==> src/rtl/dn_mem_arbiter.sv <==
// dn_mem_arbiter
//   Shares one single-port synchronous RAM between the CPU bus and the HPS
//   ioctl download stream. Download writes for SEL_INDEX are buffered in a
//   small FIFO so the CPU keeps running while a file streams in. A scheduler
//   alternates between the two requesters, with a full FIFO overriding the
//   CPU so downloads never back up indefinitely.
//
// Ports
//   clk_sys, reset_n        system clock, synchronous active-low reset
//   dn_wr/index/addr/data   ioctl download write stream (single-cycle strobes)
//   dn_busy                 FIFO holds data or a download write is being issued
//   dn_overflow             sticky: a qualifying download write was dropped
//   cpu_req/we/addr/din     CPU request, held stable until cpu_ack
//   cpu_ack, cpu_dout       one-cycle completion pulse, read data (held)
//   mem_addr/we/din         registered RAM controls
//   mem_dout                RAM read data, one cycle after mem_addr
module dn_mem_arbiter #(
  parameter int         AW         = 17,
  parameter int         DW         = 8,
  parameter int         FIFO_DEPTH = 4,
  parameter logic [7:0] SEL_INDEX  = 8'd3
) (
  input  logic          clk_sys,
  input  logic          reset_n,
  input  logic          dn_wr,
  input  logic [7:0]    dn_index,
  input  logic [AW-1:0] dn_addr,
  input  logic [DW-1:0] dn_data,
  output logic          dn_busy,
  output logic          dn_overflow,
  input  logic          cpu_req,
  input  logic          cpu_we,
  input  logic [AW-1:0] cpu_addr,
  input  logic [DW-1:0] cpu_din,
  output logic          cpu_ack,
  output logic [DW-1:0] cpu_dout,
  output logic [AW-1:0] mem_addr,
  output logic          mem_we,
  output logic [DW-1:0] mem_din,
  input  logic [DW-1:0] mem_dout
);

  localparam int PW = (FIFO_DEPTH > 1) ? $clog2(FIFO_DEPTH) : 1;
  localparam logic [PW:0] FULL_CNT = (PW+1)'(FIFO_DEPTH);

  typedef enum logic [1:0] {
    IDLE      = 2'd0,
    DN_ISSUE  = 2'd1,
    CPU_ISSUE = 2'd2,
    CPU_WAIT  = 2'd3
  } state_t;

  state_t        state;
  state_t        state_next;

  logic [AW-1:0] fifo_addr [FIFO_DEPTH];
  logic [DW-1:0] fifo_data [FIFO_DEPTH];
  logic [PW-1:0] rd_ptr;
  logic [PW-1:0] wr_ptr;
  logic [PW:0]   count;

  logic          last_cpu;   // most recent grant went to the CPU
  logic          cpu_read;   // CPU access currently in flight is a read
  logic [DW-1:0] dout_hold;

  logic          fifo_empty;
  logic          fifo_full;
  logic          qualify;
  logic          grant_dn;
  logic          grant_cpu;
  logic          push;
  logic          pop;

  assign fifo_empty = (count == '0);
  assign fifo_full  = (count == FULL_CNT);
  assign qualify    = dn_wr && (dn_index == SEL_INDEX);

  // Scheduler: next state and grant decision
  always_comb begin
    state_next = IDLE;
    grant_dn   = 1'b0;
    grant_cpu  = 1'b0;
    case (state)
      IDLE: begin
        if (fifo_full) begin
          grant_dn   = 1'b1;
          state_next = DN_ISSUE;
        end else if (cpu_req && (fifo_empty || !last_cpu)) begin
          grant_cpu  = 1'b1;
          state_next = CPU_ISSUE;
        end else if (!fifo_empty) begin
          grant_dn   = 1'b1;
          state_next = DN_ISSUE;
        end else begin
          state_next = IDLE;
        end
      end
      DN_ISSUE:  state_next = IDLE;
      CPU_ISSUE: state_next = CPU_WAIT;
      CPU_WAIT:  state_next = IDLE;
      default:   state_next = IDLE;
    endcase
  end

  // The head leaves the FIFO on the same edge that enters DN_ISSUE. A slot
  // freed by that pop can take a write arriving in the same cycle, which is
  // what lets a back-to-back burst drain without loss.
  assign pop  = grant_dn;
  assign push = qualify && (!fifo_full || pop);

  // FIFO storage (contents need no reset; pointers define validity)
  always_ff @(posedge clk_sys) begin
    if (push) begin
      fifo_addr[wr_ptr] <= dn_addr;
      fifo_data[wr_ptr] <= dn_data;
    end
  end

  // State, FIFO bookkeeping and registered outputs
  always_ff @(posedge clk_sys) begin
    if (!reset_n) begin
      state       <= IDLE;
      rd_ptr      <= '0;
      wr_ptr      <= '0;
      count       <= '0;
      last_cpu    <= 1'b0;
      cpu_read    <= 1'b0;
      dout_hold   <= '0;
      dn_overflow <= 1'b0;
      cpu_ack     <= 1'b0;
      mem_addr    <= '0;
      mem_we      <= 1'b0;
      mem_din     <= '0;
    end else begin
      state <= state_next;

      if (push) begin
        wr_ptr <= wr_ptr + PW'(1);
      end
      if (pop) begin
        rd_ptr <= rd_ptr + PW'(1);
      end
      if (push && !pop) begin
        count <= count + (PW+1)'(1);
      end else if (pop && !push) begin
        count <= count - (PW+1)'(1);
      end

      if (qualify && !push) begin
        dn_overflow <= 1'b1;
      end

      if (state == DN_ISSUE) begin
        last_cpu <= 1'b0;
      end else if (state == CPU_ISSUE) begin
        last_cpu <= 1'b1;
      end

      // Ack is asserted for the whole CPU_WAIT cycle
      cpu_ack <= (state_next == CPU_WAIT);

      if (state == CPU_WAIT && cpu_read) begin
        dout_hold <= mem_dout;
      end

      if (grant_dn) begin
        mem_addr <= fifo_addr[rd_ptr];
        mem_din  <= fifo_data[rd_ptr];
        mem_we   <= 1'b1;
      end else if (grant_cpu) begin
        mem_addr <= cpu_addr;
        mem_din  <= cpu_din;
        mem_we   <= cpu_we;
        cpu_read <= !cpu_we;
      end else begin
        mem_we   <= 1'b0;
      end
    end
  end

  // Read data is forwarded straight from the RAM during the ack cycle and
  // held afterwards until the next read completes.
  assign cpu_dout = (state == CPU_WAIT && cpu_read) ? mem_dout : dout_hold;
  assign dn_busy  = !fifo_empty || (state == DN_ISSUE);

endmodule
==> config.mk <==
export PLATFORM = sky130hd
export DESIGN_NAME = dn_mem_arbiter
export DESIGN_NICKNAME = d
export VERILOG_FILES = /design/src/rtl/dn_mem_arbiter.sv
export SDC_FILE = /design/constraint.sdc
export NUM_CORES = 1
export LEC_CHECK = 0
export CORE_MARGIN = 2
export CORE_UTILIZATION = 40
export CTS_CLUSTER_SIZE = 24
export DETAILED_ROUTE_END_ITERATION = 10
export DONT_BUFFER_PORTS = 1
export SLEW_MARGIN = 20
export SYNTH_ARGS = -nofsm -noshare
export SYNTH_HDL_FRONTEND = slang
export SYNTH_SLANG_ARGS = --single-unit
export TNS_END_PERCENT = 10
==> constraint.sdc <==
create_clock -name clk_sys -period 4.05 [get_ports clk_sys]
set_clock_uncertainty 0.15 [all_clocks]
set_input_delay 0.81 -clock clk_sys [delete_from_list [all_inputs] [get_ports clk_sys]]
set_output_delay 0.81 -clock clk_sys [all_outputs]
set_load 0.05 [all_outputs]
==> metrics.txt, run 1 <==
Pwr per Cell Area=681 nW/µm²; Util after Layout=46.5%; Synth Area in Adders=1.43%; postcts setup bufs=0; Area Growth Syn to Fin=12.7%; number of remaining DRC errors=0; Unique masters post-synth=42; Area after DPL=5890 µm²; CTS Buf Count=17; max_slew headroom=36.7%; Setup crit end kind=flop; io pins=108; synth warn=0; net count after synthesis=404; CP startpoint kind=input pin; post-synthesis xor/xnor area fraction=0.606%; Initial Utilization=about two fifths; crit path max fanout=6; Final nets=between 400 and 500; row count=43; hold crit path type=in -> reg; flops & latches, synth=149; multi-input logic area=1610 µm²; Slew Limit Fails=0; Die H=124 µm; # H-tree levels=4; largest family of logic cells by synthesized area=multiplexers; EDFF count, synth=100; global route overflow=0; Worst-path clk slew=0.06 ns; most common cell in the synthesized netlist=edfxtp_1; Via Count=~2,800; share of cells above drive strength 1=around 23%; Clock Sinks=149; compound-cell area share of the yosys netlist=6.88%; multiplexer area fraction after synthesis=11.6%; All-Layer GR Usage=14.3%; Final Hold Viols=0; vias in the first global route=2,908; Hold Crit Start=dn_addr[5]; Final Cycle Share=about two thirds; pin count of the biggest net entering global routing=26; Die X=124 µm; placer congestion estimate=0.699; maximum clock rate=366 MHz; worst setup path class=in -> reg; largest area contributor in the netlist=edfxtp_1; worst slew pin tran=0.949 ns; syn avg cell area=approximately 18 µm²; ANT cells=0; Finished Cell Area=around 6500 µm²; crit path time final=2.73 ns; PostCTS Resize Cnt=0; CP startpoint=dn_index[2]; DRT iter0 DRCs=around 170; clk_lat worst skew=0.42 ns; first-pass GRT wire length=16,500 µm; Req. time, crit path=4.25 ns; Lkg Pwr=2.16 nW; fraction of registers with async set/reset=0%; crit path cell chain=nor4_1 > nand4b_1 > nor2_1 > ha_1 > inv_1 > fa_1 > xor2_1 > or3_1 > a21boi_0; Slowest-stage cell, CP=fa_1; DIE AREA=15,400 µm²; setup TNS=0 ns; initial antenna violation count=0; Routed WL per cell=19.9 µm; MaxCap Viol Count=0; Worst Path Arrival=between 2 and 3 ns; via density per instance=about 5.4; register area=about 4000 µm²; Simple-Gate Fraction of Synth Area=7.30%; Syn Std Cell Area=5780 µm²; Final ANT Viol Nets=0; status=complete, no violations; unrepaired setup endpoints after global routing=no; port buffer count=0; ys flop type=edfxtp_1; Commonest cells post-synth=edfxtp_1, dfxtp_1, nor2b_1, mux4_2, a221o_1; slowest stage delay, CP=between 0.3 and 0.4 ns; Core Area=14,000 µm²; final setup fails=0; cts hold-fix bufs=0; DP HPWL=6410 µm; fill count=1,217; top cell type's share of synthesized area=about 52%; CTS root buf=clkbuf_16; drt pass-1 iters=4; VDD IR-drop max=0.000341 V; synthesized instance count=327; CTS tree=built; final wirelength=around 11,000 µm; sequential share of the synthesized area=approximately 69%; Synth area leaders=edfxtp_1, dfxtp_1, mux4_2; FF-to-FF Start=count[0]$_SDFFE_PN0P_; Max Root-Sink Buffers=2
## final cells by class
type,instances,share of cell area (%)
Inverter,5,0.288
Multi-Input combinational cell,157,24.8
Tap cell,180,3.46
Clock buffer,20,7.01
Timing Repair Buffer,6,0.692
Sequential cell,149,61.2
Clock inverter,12,2.57
## worst max-delay path, delay by kind of cell
kind                     cells  cell delay (ns)
AND/OR/NAND/NOR              4             1.11
adder cells (fa/ha/maj)      2             0.61
XOR/XNOR                     1             0.18
AO/OA/AOI/OAI                1             0.15
buffers and inverters        1             0.06
## routing by layer
| layer | track usage, % | up-vias | part of all wire [%] |
|---|---|---|---|
| met5 | 0 | - | 0 |
| li1 | - | 1304 | - |
| met4 | 5.95 | 0 | 1.6 |
| met3 | 6.50 | 14 | 7.2 |
| met2 | 22.7 | 92 | 49 |
| met1 | 16.9 | 1436 | 42 |
## placed cells by master (no fill, tap or decap), types with 2 or more instances in the layout
master | Yosys | layout
edfxtp_1 | 100 | 100
inv_1 | 5 | 5
dfxtp_1 | 49 | 48
bufinv_16 | 0 | 3
a21boi_0 | 3 | 3
and3_1 | 2 | 2
clkinvlp_4 | 0 | 3
inv_6 | 0 | 3
buf_4 | 0 | 6
clkinv_4 | 0 | 2
clkbuf_16 | 0 | 17
clkbuf_8 | 0 | 2
xnor2_1 | 3 | 3
nor2_1 | 5 | 4
nand3_1 | 3 | 3
o21a_1 | 3 | 3
and2_1 | 18 | 18
nor2b_1 | 27 | 27
or3_1 | 3 | 3
a221o_2 | 4 | 4
mux2i_1 | 2 | 2
ha_1 | 5 | 5
o21ai_0 | 5 | 5
mux4_2 | 25 | 25
a221o_1 | 21 | 21
mux2_2 | 8 | 8
nand2_1 | 3 | 3
## worst paths after layout
kind                                     to  slack [ns]  cells after the start
setup / recovery      count[2]$_SDFFE_PN0P_        1.32                      9
hold / removal    fifo_addr[3][5]$_DFFE_PP_        0.33                      0
setup reg to reg      count[2]$_SDFFE_PN0P_        1.42                      9
hold reg to reg      wr_ptr[1]$_SDFFE_PN0P_        0.35                      2
## report_power, final
part           internal, mW  switching (mW)
logic                 0.318           0.287
clock network          1.01           0.620
registers              1.75           0.450
total                  3.08            1.36
## cell families after synthesis
| logic type | Yosys count |
|---|---|
| compound gates | 43 |
| xor+xnor | 4 |
| fa+ha+maj | 6 |
| buf+inv | 21 |
| flops | 149 |
| mux | 35 |
| simple gates | 69 |
## sequential cells by signal, indices dropped and copies added, names as in the netlist, 2 cells and up, named ones only
| signal | flops |
|---|---|
| count | 3 |
| dout_hold | 8 |
| wr_ptr | 2 |
| state | 2 |
| rd_ptr | 2 |
| mem_addr | 17 |
| fifo_addr | 68 |
| fifo_data | 32 |
| mem_din | 8 |
## per-stage QoR
stage | hold slack, ns | worst slack (ns) | cells | total power, mW
detailed placement | 0.345 | 0.837 | 497 | 2.85
floorplan | 0.317 | 1.12 | 327 | 2.81
global placement | 0.332 | 0.935 | 497 | 2.84
finish | 0.331 | 1.32 | 529 | 4.44
CTS | 0.313 | 1.28 | 529 | 4.49
global route | 0.306 | 1.10 | 529 | 4.62
No activity file was read; power rests on OpenSTA's default activity.
==> inputs of run 2 (changes only) <==
- clock period: 4.05 -> 2.7 ns (I/O delays scaled with it)
==> metrics.txt, run 2 (synthesis results as in run 1) <==
status=complete, no violations; met2 Resource Use GR=23.2% (+0.48 points); clock group share of total power=34.7% (-2.1 points); maximum clock rate=405 MHz; most used cell, CP=or3_1; vias in the first global route=3,055 (+5.1%); worst setup path class=reg -> reg; Slowest-stage cell, CP=or3_1; crit path cell chain=or3_1 > o211ai_1 > ha_1 > inv_1 > fa_1 > xor2_1 > or3_1 > a21boi_0; io pins=108 (unchanged); DRT iter0 DRCs=214 (+23%); M1 GR Usage=17.6% (+0.66 points); cts hold-fix bufs=0 (unchanged); via density per instance=5.30 (-1.6%); Lkg Pwr=2.22 nW (+2.4%); PostCTS Resize Cnt=0 (unchanged); All-Layer GR Usage=14.7% (+0.42 points); CP startpoint kind=flop; commonest non-fill, non-tap cells in the layout=edfxtp_1, dfxtp_1, nor2b_1; P_int=4.45 mW (+45%); global route overflow=0 (unchanged); clk_lat worst skew=0.43 ns (about the same); Routed WL per cell=19.3 µm (-2.6%); unrepaired setup endpoints after global routing=no; row count=43 (unchanged); Final nets=424 (+2.7%); ANT cells=0 (unchanged); Die H=124 µm (unchanged); worst hold slack=0.0516 ns (-0.280 ns); Final Hold Viols=0 (unchanged); switch share=31.8% (+1.2 points); final setup fails=0 (unchanged); Regs by FF count=fifo_addr: 68 flops, fifo_data: 32 flops, mem_addr: 17 flops; slack of the critical path=0.228 ns (-1.09 ns); VDD IR-drop max=0.000520 V (+52%); Initial Utilization=41.3% (unchanged); CTS root buf=clkbuf_16; Max Root-Sink Buffers=2 (unchanged); setup TNS=0 ns (unchanged); Slew Limit Fails=0 (unchanged); share of cells above drive strength 1=25.8% (+2.6 points); max reg flops=68 (unchanged); DIE AREA=15,400 µm² (unchanged); crit path time final=2.47 ns; crit path max fanout=6 (unchanged); Flop pwr share=49.2% (-0.3 points); grt met3 use=5.85% (-0.65 points); Clock Sinks=149 (unchanged); DP HPWL=6810 µm (+6.2%); Worst Path Arrival=2.67 ns (-0.26 ns); max_slew headroom=64.3% (+28 points); Gate power share=16.1% (+2.4 points); Worst-path clk slew=0.06 ns (about the same); worst slew pin tran=0.535 ns (-0.414 ns); CTS Buf Count=17 (unchanged); Setup WS pre-CTS=0.0224 ns (-0.815 ns); final wirelength=10,400 µm (-0.58%); NetSw=2.08 mW (+53%); Final Cycle Share=about nine tenths; # H-tree levels=4 (unchanged); Pwr per Cell Area=995 nW/µm² (+46%); Setup crit end kind=flop; initial antenna violation count=0 (unchanged); Core Area=14,000 µm² (unchanged); Biggest register=fifo_addr; Die X=124 µm (unchanged); Final ANT Viol Nets=0 (unchanged); slowest stage delay, CP=0.39 ns (+0.02 ns); hold crit path type=in -> reg; Via Count=2,860 (+0.49%); Util after Layout=46.9% (+0.36 points); Total Power=6.53 mW (+47%); Req. time, crit path=2.90 ns (-1.35 ns); Area Growth Syn to Fin=13.5%; MaxCap Viol Count=0 (unchanged); commonest non-fill, non-tap cell in the layout=edfxtp_1; CTS tree=built; port buffer count=0 (unchanged); pin count of the biggest net entering global routing=26 (unchanged); placer congestion estimate=0.723 (+3.6%); number of remaining DRC errors=0 (unchanged); postcts setup bufs=0 (unchanged); first-pass GRT wire length=17,100 µm (+3.5%); gr busiest metal=met2; drt pass-1 iters=4 (unchanged)
==> run 2: cell count changes in the layout (fill, tap and decap cells not counted), sizes merged <==
cell and delta:
buf +11, bufinv -3, clkinvlp -2, inv +5
==> run 2: worst max-delay path, delay by kind of cell (launching register included) <==
family          cells  cell delay (ns)
fa+ha+maj           2             0.62
buf+inv             1             0.06
flops               1             0.38
compound gates      2             0.34
simple gates        2             0.68
xor+xnor            1             0.17
==> run 2: worst paths after layout <==
| check | start | cells after the start | slack [ns] | endpoint |
|---|---|---|---|---|
| setup / recovery | count[0]$_SDFFE_PN0P_ | 8 | 0.23 | count[2]$_SDFFE_PN0P_ |
| hold / removal | dn_addr[15] | 0 | 0.05 | fifo_addr[0][15]$_DFFE_PP_ |
| setup reg to reg | count[0]$_SDFFE_PN0P_ | 8 | 0.23 | count[2]$_SDFFE_PN0P_ |
| hold reg to reg | wr_ptr[1]$_SDFFE_PN0P_ | 2 | 0.36 | wr_ptr[1]$_SDFFE_PN0P_ |
==> run 2: area by class of cell <==
class	count	area [µm²]
fillers	1219	7430
flip-flops and latches	149	3990
multi-input cells	157	1610
clock buffers	20	478
well taps	180	225
repair buffers	17	140
clock inverters	12	101
inverters	5	18.8
==> run 2: metrics by stage <==
stage	instance area, µm²	instances
3_3_place_gp	5980	508
3_5_place_dp	5980	508
5_1_grt	6560	540
4_1_cts	6560	540
2_1_floorplan	5780	327
6_report	6560	540
==> run 2: metal layers <==
layer | up-vias | wire length (µm)
li1 | 1320 | -
met1 | 1421 | 4390
met2 | 98 | 5070
met3 | 21 | 739
met4 | 0 | 253
met5 | - | 0
==> run 2: power by group through the flow <==
| stage | sequential [mW] | clock (mW) | combinational, mW |
|---|---|---|---|
| after floorplan | 3.22 | 0 | 0.987 |
| after global placement | 3.26 | 0 | 1.06 |
| after detailed placement | 3.26 | 0 | 1.08 |
| after CTS | 3.22 | 2.32 | 1.08 |
| after global routing | 3.24 | 2.41 | 1.16 |
| final | 3.21 | 2.26 | 1.05 |
==> inputs of run 3 (changes only) <==
- CORE_MARGIN: 2 -> 3
- CORE_UTILIZATION: 40 -> 62
- PLACE_DENSITY: not set -> 0.78
==> metrics.txt, run 3 (synthesis results as in run 1) <==
Util after Layout=78.2% (+31 points); Core Area=8890 µm² (-36%); unrepaired setup endpoints after global routing=no; share of cells above drive strength 1=22.2% (-3.7 points); initial antenna violation count=1 (+1); end of the worst register-to-register path=count[2]$_SDFFE_PN0P_; Req. time, crit path=2.01 ns (-0.89 ns); VDD IR-drop max=0.000555 V (+6.9%); max_slew headroom=46.5% (-18 points); post-route insts no fill=516 (-4.4%); CTS Buf Count=17 (unchanged); All-Layer GR Usage=22.6% (+7.8 points); Final Cycle Share=93.8% (+2.2 points); Area after DPL=5860 µm² (-2.0%); first-pass GRT wire length=17,000 µm (-0.45%); Worst-path clk slew=0.06 ns (about the same); row count=34 (-21%); global route overflow=0 (unchanged); drt pass-1 iters=4 (unchanged); DIE AREA=10,500 µm² (-32%); Hold Crit Start=cpu_addr[12]; number of remaining DRC errors=0 (unchanged); Die X=103 µm (-17%); FF-to-FF Start=count[0]$_SDFFE_PN0P_; commonest non-fill, non-tap cells in the layout=edfxtp_1, dfxtp_1, dlygate4sd3_1; DP HPWL=6710 µm (-1.5%); vias in the first global route=3,268 (+7.0%); Max Root-Sink Buffers=2 (unchanged); FF-to-FF path depth=8 (unchanged); Pwr per Cell Area=957 nW/µm² (-3.8%); max reg flops=68 (unchanged); worst setup path class=reg -> out; Total Power=6.65 mW (+1.9%); Die H=103 µm (-17%); setup TNS=0 ns (unchanged); Via Count=3,111 (+8.8%); Initial Utilization=65.0% (+24 points); Final ANT Viol Nets=0 (unchanged); crit path max fanout=8 (+2); crit path time final=2.53 ns (+0.0607 ns); pin count of the biggest net entering global routing=26 (unchanged); CTS root buf=clkbuf_8; worst hold slack=0.0178 ns (-0.0338 ns); Lkg Pwr=2.40 nW (+8.4%); Biggest register=fifo_addr; Final nets=470 (+11%); CTS tree=built; Worst Path Arrival=1.84 ns (-0.83 ns); via density per instance=6.03 (+14%); Routed WL per cell=21.9 µm (+13%); fill count=506 (-58%); port buffer count=0 (unchanged); MaxCap Viol Count=0 (unchanged); DRT iter0 DRCs=149 (-30%); placer congestion estimate=0.758 (+4.8%); Setup crit end kind=output port; Regs by FF count=fifo_addr: 68 flops, fifo_data: 32 flops, mem_addr: 17 flops; CP startpoint kind=flop; Slew Limit Fails=0 (unchanged); hold path depth=1 (+1); number of placed instances, taps included=434 (-15%); Reg2Reg Setup Slack=0.22 ns (about the same); final wirelength=11,300 µm (+8.3%); hold crit path type=in -> reg; final setup fails=0 (unchanged); worst slew pin tran=0.803 ns (+0.268 ns); maximum clock rate=395 MHz (-2.4%); Area Growth Syn to Fin=20.2%; clk_lat worst skew=0.51 ns (+0.08 ns); io pins=108 (unchanged); Finished Cell Area=6950 µm² (+5.9%); Setup WS pre-CTS=0.0310 ns (+0.00862 ns); commonest non-fill, non-tap cell in the layout=edfxtp_1; Clock Sinks=149 (unchanged); # H-tree levels=4 (unchanged); Final Hold Viols=0 (unchanged); slack of the critical path=0.167 ns (-0.0607 ns); status=complete, no violations; Hold Path Sink=mem_addr[12]$_SDFFE_PN0P_
## run 3: changes by cell type in the layout (fill, tap and decap cells not counted), moves of 2 or more
cell | before | now
dlygate4sd3_1 | 0 | 48
clkinv_2 | 0 | 2
clkbuf_16 | 18 | 16
inv_6 | 8 | 2
bufinv_16 | 0 | 3
clkinv_4 | 2 | 5
diode_2 | 0 | 2
## run 3: worst max path at each step
stage                                    from  slack, ns  cells after the start               endpoint
after detailed placement          dn_index[2]       0.03                      9  count[2]$_SDFFE_PN0P_
after CTS                 state[0]$_SDFF_PN0_       0.14                      2            cpu_dout[5]
after floorplan                   dn_index[2]       0.04                      9  count[2]$_SDFFE_PN0P_
after global routing      state[0]$_SDFF_PN0_       0.04                      2            cpu_dout[5]
final                     state[0]$_SDFF_PN0_       0.17                      2            cpu_dout[5]
after global placement            dn_index[2]       0.13                      9  count[2]$_SDFFE_PN0P_
## run 3: critical path: stages, from the launching register on
cell,delay [ns]
dfxtp_1,0.45
nand3_1,0.36
mux2_2,0.53
## run 3: area by class of cell
| type | count | area, µm² | area share (%) |
|---|---|---|---|
| Sequential cell | 149 | 3990 | 57.3 |
| Antenna cell | 2 | 5.00 | 0.0720 |
| Clock buffer | 17 | 414 | 5.96 |
| Timing Repair Buffer | 63 | 593 | 8.53 |
| Inverter | 5 | 18.8 | 0.270 |
| Tap cell | 108 | 135 | 1.94 |
| Multi-Input combinational cell | 157 | 1620 | 23.3 |
| Clock inverter | 15 | 180 | 2.59 |
## run 3: where the power goes
| part | internal (mW) | leakage (nW) | total, mW | switching (mW) |
|---|---|---|---|---|
| clock | 1.41 | 0.286 | 2.32 | 0.903 |
| combinational | 0.554 | 0.816 | 1.12 | 0.564 |
| sequential | 2.62 | 1.30 | 3.22 | 0.601 |
## run 3: repair_timing
| action | CTS | global route |
|---|---|---|
| resized for setup | 0 | 0 |
| setup buffers | 0 | 0 |
| hold buffers | 46 | 2 |
| hold endpoints to repair | 134 | 2 |
## run 3: routing by layer
layer	part of all wire, %	track usage (%)
met2	55	39.9
met3	5.8	6.97
met5	0	0
met4	1.3	8.68
met1	38	25.7
